File: src/rtl/fifo_rd_pkg.sv
// rtl/fifo_rd_pkg.sv - shared types and helpers for the FIFO read-side packer
package fifo_rd_pkg;

    localparam int PACK_DEF = 4;
    localparam int MAX_PACK = 32;

    typedef logic [$clog2(PACK_DEF)-1:0] lane_t;

    // Contiguous lane mask with the low 'held' lanes set; callers truncate to PACK bits.
    function automatic logic [MAX_PACK-1:0] keep_mask(input int held);
        logic [MAX_PACK-1:0] m;
        for (int i = 0; i < MAX_PACK; i++) begin
            m[i] = (i < held);
        end
        return m;
    endfunction

endpackage

File: src/rtl/fifo_rd_out_reg.sv
// rtl/fifo_rd_out_reg.sv - valid/ready holding register for packed words
module fifo_rd_out_reg #(
    parameter int DW = 32,
    parameter int KW = 4
) (
    input  logic          clk,
    input  logic          rst,
    input  logic          load,
    input  logic [DW-1:0] load_data,
    input  logic [KW-1:0] load_keep,
    input  logic          load_last,
    input  logic          out_ready,
    output logic          out_free,
    output logic          out_valid,
    output logic [DW-1:0] out_data,
    output logic [KW-1:0] out_keep,
    output logic          out_last
);

    logic          valid_q, valid_d;
    logic [DW-1:0] data_q, data_d;
    logic [KW-1:0] keep_q, keep_d;
    logic          last_q, last_d;

    always_comb begin
        valid_d = valid_q;
        data_d  = data_q;
        keep_d  = keep_q;
        last_d  = last_q;
        // load is only raised when the register is free, so it also covers the accept cycle
        if (load) begin
            valid_d = 1'b1;
            data_d  = load_data;
            keep_d  = load_keep;
            last_d  = load_last;
        end else if (valid_q && out_ready) begin
            valid_d = 1'b0;
        end
    end

    always_ff @(posedge clk) begin
        if (rst) begin
            valid_q <= 1'b0;
            data_q  <= '0;
            keep_q  <= '0;
            last_q  <= 1'b0;
        end else begin
            valid_q <= valid_d;
            data_q  <= data_d;
            keep_q  <= keep_d;
            last_q  <= last_d;
        end
    end

    assign out_free  = !valid_q || out_ready;
    assign out_valid = valid_q;
    assign out_data  = data_q;
    assign out_keep  = keep_q;
    assign out_last  = last_q;

endmodule

File: src/rtl/fifo_rd_packer.sv
// rtl/fifo_rd_packer.sv - pops FIFO entries and packs them little-endian into wide words
module fifo_rd_packer
    import fifo_rd_pkg::*;
#(
    parameter int DATA_BITS = 8,
    parameter int PACK      = PACK_DEF,
    parameter int CNT_W     = 16
) (
    input  logic                      rclk,
    input  logic                      rrst,
    input  logic                      rempty,
    input  logic [DATA_BITS-1:0]      rdata,
    output logic                      rinc,
    input  logic                      flush,
    output logic                      out_valid,
    input  logic                      out_ready,
    output logic [DATA_BITS*PACK-1:0] out_data,
    output logic [PACK-1:0]           out_keep,
    output logic                      out_last,
    output logic [CNT_W-1:0]          word_cnt
);

    localparam int DW = DATA_BITS * PACK;
    localparam int CW = $clog2(PACK);
    localparam int HW = $clog2(PACK + 1);

    logic [CW-1:0]    byte_cnt_q, byte_cnt_d;
    logic [DW-1:0]    acc_q, acc_d;
    logic             flush_pend_q, flush_pend_d;
    logic [CNT_W-1:0] word_cnt_q, word_cnt_d;

    logic          out_free;
    logic          pop;
    logic          complete;
    logic          flush_eff;
    logic          emit;
    logic          load;
    logic [HW-1:0] held;
    logic [DW-1:0] merged;
    logic [PACK-1:0] keep_new;

    always_comb begin
        // The last lane is the only one that must wait for room in the output register.
        pop       = !rrst && !rempty && ((byte_cnt_q != CW'(PACK - 1)) || out_free);
        complete  = pop && (byte_cnt_q == CW'(PACK - 1));
        flush_eff = flush || flush_pend_q;
        held      = HW'(byte_cnt_q) + HW'(pop);
        emit      = flush_eff && !complete && (held != '0) && out_free;
        load      = complete || emit;
        keep_new  = PACK'(keep_mask(int'(held)));

        merged = acc_q;
        for (int i = 0; i < PACK; i++) begin
            if (pop && (byte_cnt_q == CW'(i))) begin
                merged[i*DATA_BITS +: DATA_BITS] = rdata;
            end
        end

        byte_cnt_d   = byte_cnt_q;
        acc_d        = acc_q;
        flush_pend_d = flush_pend_q;
        if (load) begin
            byte_cnt_d   = '0;
            acc_d        = '0;
            flush_pend_d = 1'b0;
        end else begin
            if (pop) begin
                acc_d      = merged;
                byte_cnt_d = byte_cnt_q + CW'(1);
            end
            // A flush that cannot emit yet is remembered; one with nothing to close is dropped.
            if (flush_eff) begin
                flush_pend_d = (held != '0);
            end
        end

        word_cnt_d = word_cnt_q + CNT_W'(out_valid && out_ready);
    end

    always_ff @(posedge rclk) begin
        if (rrst) begin
            byte_cnt_q   <= '0;
            acc_q        <= '0;
            flush_pend_q <= 1'b0;
            word_cnt_q   <= '0;
        end else begin
            byte_cnt_q   <= byte_cnt_d;
            acc_q        <= acc_d;
            flush_pend_q <= flush_pend_d;
            word_cnt_q   <= word_cnt_d;
        end
    end

    fifo_rd_out_reg #(
        .DW (DW),
        .KW (PACK)
    ) u_out_reg (
        .clk       (rclk),
        .rst       (rrst),
        .load      (load),
        .load_data (merged),
        .load_keep (keep_new),
        .load_last (flush_eff),
        .out_ready (out_ready),
        .out_free  (out_free),
        .out_valid (out_valid),
        .out_data  (out_data),
        .out_keep  (out_keep),
        .out_last  (out_last)
    );

    assign rinc     = pop;
    assign word_cnt = word_cnt_q;

endmodule

File: config.mk
export PLATFORM = sky130hd
export DESIGN_NAME = fifo_rd_packer
export DESIGN_NICKNAME = d
export VERILOG_FILES = /design/src/rtl/fifo_rd_pkg.sv /design/src/rtl/fifo_rd_out_reg.sv /design/src/rtl/fifo_rd_packer.sv
export SDC_FILE = /design/constraint.sdc
export NUM_CORES = 1
export LEC_CHECK = 0
export BUFFER_PORTS_ARGS = -buffer_cell sky130_fd_sc_hd__buf_2
export CAP_MARGIN = 20
export CORE_MARGIN = 2
export CORE_UTILIZATION = 30
export CTS_BUF_LIST = sky130_fd_sc_hd__clkbuf_16
export CTS_CLUSTER_DIAMETER = 40
export DETAILED_ROUTE_END_ITERATION = 10
export SLEW_MARGIN = 20
export SYNTH_ARGS = -nofsm -noshare
export SYNTH_HDL_FRONTEND = slang
export SYNTH_HIERARCHICAL = 1
export SYNTH_SLANG_ARGS = --single-unit
File: constraint.sdc
create_clock -name rclk -period 3.4 [get_ports rclk]
set_input_delay 0.68 -clock rclk [delete_from_list [all_inputs] [get_ports rclk]]
set_output_delay 0.68 -clock rclk [all_outputs]
set_load 0.1 [all_outputs]
==> results of run 1 <==
-- path summary, 6_finish.rpt --
path / to / from / depth (start not counted) / slack [ps]
setup / recovery: u_out_reg/out_data[17] / byte_cnt_q[0] / 10 / 690
hold / removal: acc_q[25] / acc_q[25] / 1 / 450
setup reg to reg: u_out_reg/out_data[17] / byte_cnt_q[0] / 10 / 690
hold reg to reg: acc_q[25] / acc_q[25] / 1 / 450
-- sequential cells by signal, summed over array words and instances (netlist names) --
| register | cells |
|---|---|
| u_out_reg/out_data | 32 |
| u_out_reg/out_last | 1 |
| word_cnt | 16 |
| u_out_reg/out_valid | 1 |
| acc_q | 32 |
| byte_cnt_q | 2 |
| flush_pend_q | 1 |
| u_out_reg/out_keep | 4 |
-- through the flow --
| stage | TNS, ps | hold WS (ps) | power [uW] | utilization | setup WS [ps] |
|---|---|---|---|---|---|
| 2_1_floorplan | -1456 | 422.1 | 1284 | - | -90.51 |
| 3_3_place_gp | 0 | 434.9 | 1312 | 0.3450 | 426.8 |
| 3_5_place_dp | 0 | 436.2 | 1315 | 0.3450 | 364.1 |
| 4_1_cts | 0 | 456.7 | 2381 | 0.3701 | 699.5 |
| 5_1_grt | 0 | 468.0 | 2438 | 0.3701 | 533.0 |
| 6_report | 0 | 448.1 | 2354 | 0.3701 | 685.3 |
-- kinds of logic after synthesis --
logic type               synth area share
flip-flops                         0.4550
buffers and inverters             0.06102
XOR/XNOR                         0.006710
AND/OR/NAND/NOR                    0.1850
multiplexers                       0.1291
AO/OA/AOI/OAI                      0.1345
adder cells (fa/ha/maj)           0.02875
-- layer usage --
| metal | share of wire | vias up | track usage | wire length (um) |
|---|---|---|---|---|
| li1 | - | 1555 | - | - |
| met1 | 0.49 | 1501 | 0.1854 | 4667 |
| met2 | 0.45 | 67 | 0.2204 | 4334 |
| met3 | 0.046 | 11 | 0.03668 | 438 |
| met4 | 0.015 | 0 | 0.04819 | 141 |
| met5 | 0 | - | 0 | 0 |
-- area by class of cell --
class / instances / share of cell area
clock inverters: 7 / 0.01974
repair buffers: 73 / 0.08111
clock buffers: 9 / 0.04803
inverters: 12 / 0.009605
multi-input cells: 277 / 0.4154
flip-flops and latches: 89 / 0.3802
well taps: 172 / 0.04589
-- cells in the mapped netlist (all sizes together), types with 7 or more instances --
cell / number
a21oi: 35
and2: 9
buf: 18
clkbuf: 13
dfxtp: 89
ha: 9
inv: 12
mux2: 12
mux2i: 37
nand2: 29
nand4: 29
nor2: 47
nor2b: 7
o31ai: 29
-- critical path, delay by kind of cell, from the launching register on --
| family | cells | cell delay [ps] |
|---|---|---|
| buffers and inverters | 1 | 60 |
| adder cells (fa/ha/maj) | 3 | 590 |
| multiplexers | 1 | 250 |
| AO/OA/AOI/OAI | 1 | 440 |
| AND/OR/NAND/NOR | 4 | 740 |
| flip-flops | 1 | 460 |
-- power groups by stage --
stage | sequential, uW | clock (uW) | combinational (uW)
2_1_floorplan | 1140 | 0 | 148
3_3_place_gp | 1090 | 0 | 224
3_5_place_dp | 1090 | 0 | 227
4_1_cts | 1060 | 1090 | 228
5_1_grt | 1070 | 1130 | 243
6_report | 1060 | 1060 | 226
==> results summary, run 1 <==
0 antenna diodes ended up in the layout. The share of total power dissipated in sequential elements is 0.452. The multi-input combinational cell area came out at 0.001948 mm2. The static leakage came out at 0.001982 uW.

A synthesized cell averages 9.575 um2. The core box area is 0.01267 mm2. The maximum buffer depth of the clock tree is 2. The final cell count without fillers came out at 639. The analysis attributes to net switching a power of 592.7 uW. The worst-margin pin slew is 1013 ps. The number of violations reported at the end of detailed-routing iteration 0 is 191. The first TritonRoute pass finished after 4 iterations. The average wire length per cell after detail routing is 14.99 um. The worst slew margin relative to its limit is 0.3244. The worst hold path belongs to the class flop to flop. The post-CTS setup buffer count is 0.

Ranked by total cell area, the synthesized netlist is headed by dfxtp_1 (45%), mux2i_1 (9.5%), o31ai_1 (5.4%), nand4_1 (4.6%), nor2_1 (4.5%). The detailed placer's ending HPWL is 6.414 mm. The critical path startpoint category is a flop. Setup repair after global routing left no endpoint under its margin. The worst setup path is captured at a flop. The ratio of routed vias to standard cells came out at 4.905. The number of enable-type register cells in the synthesized netlist came out at 0. The number of pins exceeding their max-slew limit in the final report came out at 0. The overflow left after global routing came out at 0. For this run, the leading register cell type out of synthesis is dfxtp_1.

The part of the power in combinational logic came out at 0.096. Once placement completed, the tool counted placed cells totaling 623. The TritonCTS clock tree is done. The cell count after synthesis came out at 409. The critical path goes through ha_1 > nor2b_2 > nor2_4 > ha_4 > inv_2 > ha_4 > or3_4 > a31o_4 > mux2i_1 > nor2_1. Measured along the x axis, the die boundary spans 118.3 um.

The final period utilization is 0.7984. The run finished with clean final reports. The fraction of power consumed by the clock network came out at 0.452. The top cell type's share of synthesized area came out at 0.4550.

The CTS buffer count came out at 9. The largest driver fanout on the critical path is 38. The number of nets in the finished design is 484. The count of nets left with antenna violations once routing finished came out at 0.

The post-synthesis net count came out at 431. The delay contributed by the slowest stage of the critical path came out at 460 ps. The total setup violations reported at the end of the flow came out at 0. The global-route wire length before repair is 15.94 mm. For this design the ratio of total power to cell area is 501.9 mW/mm2. The largest net degree at the start of global routing came out at 64. The via count of the routed design is 3,134. The final routed DRC violation total is 0. The total routing usage reported by global routing came out at 0.1401. The total standard cell area after synthesis is 0.003916 mm2. On the critical path, the stage with the largest delay is an instance of dfxtp_1. The cell that appears most often on the critical path is ha_4. Relative to the synthesized area, the layout overhead comes to 19.74%. The post-detailed-placement cell area came out at 0.004372 mm2. The ratio of cells with drive above 1 in the final layout came out at 0.2677. The number of warning messages in the yosys log is 6.

The biggest area contributor in the post-synthesis netlist is dfxtp_1. The TritonCTS sink count came out at 89. The die covers 0.01398 mm2. For this run, the register share of the synthesized area comes to 0.4550.

The count of filler cells inserted in the layout is 1,308. The weighted congestion at the end of routability-driven global placement came out at 0.7578. The number of hold buffers added after CTS was 0. The root buffer cell is clkbuf_16. Internal power comes to 1761 uW. The clock-pin slew of the registers on the worst-case setup and hold paths is 70 ps. The worst path in the final design needs a cycle of 2715 ps, including I/O delays and setup.

The die height is 118.3 um. The row count came out at 41. The number of endpoints with negative hold slack in the final report is 0. In the layout the commonest cells are dfxtp_1 (88), buf_2 (67), nor2_1 (46). The number of I/O port buffers is 67.

Leaving out fill and tap cells, the most frequent cell in the layout is dfxtp_1. 68 I/O pins were placed. The number of storage elements in the synthesis netlist is 89.

The critical path in this run is classified as flop to flop. The largest voltage drop on the vdd net came out at 0.2440 mV. The H-tree generated during clock tree synthesis spans 3 levels.

The final instance area is 0.004690 mm2. Of the total power, the share spent switching nets is 0.2518. Counting flops with an async set or reset pin after synthesis yields a share of 0. The overall routed net length is 9.581 mm.

The initial core utilization is 0.3091. The total of max-cap violations is 0. The endpoint required time on the critical path is 3610 ps. The sequential cells in the finished layout cover a total of 0.001783 mm2. The post-cts resize count came out at 0.

Data on the critical path arrives at its endpoint at 2920 ps. The number of unique standard cell types used by synthesis came out at 38. The maximum operating frequency came out at 0.3684 GHz. The clock latency of the later-clocked register in the worst-skew pair is 340 ps.

The via count of the first global-routing pass came out at 3,102. The number of antenna violations at the first check in global routing is 0. The final setup skew came out at 10.62 ps.
(Power assumes the default switching activity.)
==> run 2, diff against run 1 <==
Clock period 3.4 ns to 2.8 ns, I/O delays scaled along.
==> run 2 against run 1 <==
Compared with the run above:
- sequential power grew 22%
- count of clock-buffer cells in the layout did not move
- non-clock buffer count up 5
- global-route usage down 0.36 points
- worst hold slack better by 0.80 ps
- total power up 22%
- combinational power up 28%
- utilization up 0.60 points
- via count fell by 1.0%
- register-to-register slack worse by 440 ps
- fmax up 6.3%
- critical path type unchanged
- largest cell class unchanged
==> results summary, run 2 (synthesis results as in run 1) <==
The flow ran to the end, and the final reports show no timing, DRC or antenna violations. The total power draw came out at 2861 uW. The overall routed net length came out at 9.376 mm.

The library cell used most frequently in the layout, excluding fill and tap cells, is dfxtp_1. The number of optimization iterations in the first detailed-route pass came out at 5. The number of I/O port buffers came out at 67.

The final instance area came out at 0.004766 mm2. The static leakage is 0.002009 uW. The final period utilization is 0.9122. The total of hold buffers inserted after clock tree synthesis came out at 0. The row count is 41.

The total setup violations reported at the end of the flow is 0. Clock-pin slew was measured on the worst setup and hold paths at 60 ps. The number of inserted diodes came out at 0. The via count of the first global-routing pass came to 2,987. The global-route wire length before repair came out at 15.42 mm. Summed over all nets, wire length on met2 after detailed routing comes to 4.144 mm. Setup repair after global routing left no endpoint under its margin.

Leaving out fill and tap cells, the most frequent cells in the layout are dfxtp_1 (88), buf_2 (67), nor2_1 (46). The sum of routed wire segments on met1 is 4.523 mm. 68 I/O pins were placed. The post-CTS setup buffer count is 0. The CTS buffer count is 9. In this run the clock root is driven by a clkbuf_16. The TritonCTS clock tree is done. The largest driver fanout on the critical path is 38. The number of endpoints with negative hold slack in the final report came out at 0. The nature of the critical path endpoint is a flop. The die height came out at 118.3 um. Detailed placement ended at an HPWL of 6.347 mm.

The number of antenna violations at the first check in global routing is 0. The average wire length per cell after detail routing came out at 14.56 um. The worst path needs 2554 ps of the cycle, external delays included. The die boundary width came out at 118.3 um. The via count of the routed design came out at 3,102. The critical path in this run is classified as flop to flop. The ratio of cells with drive above 1 in the final layout came out at 0.2860. The number of antenna-violating nets in the routed design is 0. The placed instances occupy a cell area of 0.004447 mm2. The die covers 0.01398 mm2.

For the worst-skew pair, the clock arrives at the later sink with an insertion delay of 340 ps. The core region is 0.01267 mm2. Based on the critical path, the design can be clocked at up to 0.3915 GHz. The total routing usage reported by global routing is 0.1365. The largest voltage drop on the vdd net is 0.2951 mV. The min-delay analysis places its worst path in the category flop to flop. The final setup skew is 11.41 ps. The arrival time at the worst endpoint came out at 2760 ps.

The overflow left after global routing came out at 0. The deepest level of the CTS H-tree came out at 3. The largest net degree at the start of global routing came out at 63.

Measured against its own limit, the worst slew margin works out to 0.5335. For this design, the sink count on the clock tree is 89. At the worst endpoint, the required time is 3000 ps. For this configuration, the core starts out at a cell density of 0.3091. The maximum buffer depth of the clock tree is 2. Fill cells in the final layout number 1,296.

The total of max-cap violations came out at 0. The power density over cell area is 600.3 mW/mm2. At the end of the flow, the number of nets in the layout was 489. The area added between synthesis and finish is 21.69%.

The final routed DRC violation total is 0. The routed design uses 525 um of met3 wire. The ratio of routed vias to standard cells came out at 4.817.

The number of pins exceeding their max-slew limit in the final report came out at 0. At the pin with the least slew margin, the transition time is 699.8 ps. The weighted congestion at the end of routability-driven global placement came out at 0.7330. The highest layer touched by signal routing is met4. The post-cts resize count came out at 0. In this run, the number of DRC markers left after iteration 0 of detailed routing was 262. The critical path startpoint category is a flop.
run 2: cell count changes in the layout (fill, tap and decap cells not counted):
cell,before,now
inv_1,10,11
buf_4,6,10
a21oi_1,15,9
clkinv_2,3,1
dfxtp_4,0,1
buf_12,0,1
a21oi_2,20,26
clkinvlp_4,0,1
dfxtp_2,1,0
run 2: layout make-up:
cell class / count / area, um2 / share of cell area
flip-flops and latches: 89 / 1785 / 0.3746
repair buffers: 78 / 430.4 / 0.09031
clock inverters: 7 / 93.84 / 0.01969
inverters: 12 / 45.04 / 0.009451
multi-input cells: 277 / 1971 / 0.4135
well taps: 172 / 215.2 / 0.04516
clock buffers: 9 / 225.2 / 0.04726
run 2: report_power, final:
| group | switching [uW] | total, uW | internal [uW] |
|---|---|---|---|
| Clock | 500 | 1280 | 781 |
| Sequential | 7.23 | 1290 | 1280 |
| Combinational | 207 | 289 | 81.9 |
run 2: final timing paths:
kind              cells past startpoint                      to  slack, ps          start
hold / removal                        1               acc_q[27]        450      acc_q[27]
setup / recovery                     10  u_out_reg/out_data[23]        250  byte_cnt_q[0]
setup reg to reg                     10  u_out_reg/out_data[23]        250  byte_cnt_q[0]
hold reg to reg                       1               acc_q[27]        450      acc_q[27]
run 2: through the flow:
stage / hold WS, ps / cells / utilization / setup WS [ps] / setup TNS, ps
after floorplan: 422.1 / 409 / - / -570.5 / -32480
after detailed placement: 437.2 / 628 / 0.3509 / -4.491 / -8.680
after CTS: 456.1 / 644 / 0.3761 / 233.6 / 0
after global placement: 434.3 / 628 / 0.3509 / 35.35 / 0
after global routing: 478.5 / 644 / 0.3761 / 103.1 / 0
final: 448.9 / 644 / 0.3761 / 245.8 / 0
run 2: routing by layer:
layer,track usage,vias up
met1,0.1850,1445
li1,-,1575
met2,0.2030,69
met5,0,-
met4,0.05873,0
met3,0.03668,13
run 2: worst max-delay path, stage by stage (launching register included):
cell     delay, ps
dfxtp_1        320
ha_1           220
nor2b_2        180
nor2_4         140
ha_4           150
inv_2           40
ha_4           220
or3_4          390
a31o_4         450
mux2i_1        230
nor2_1          60
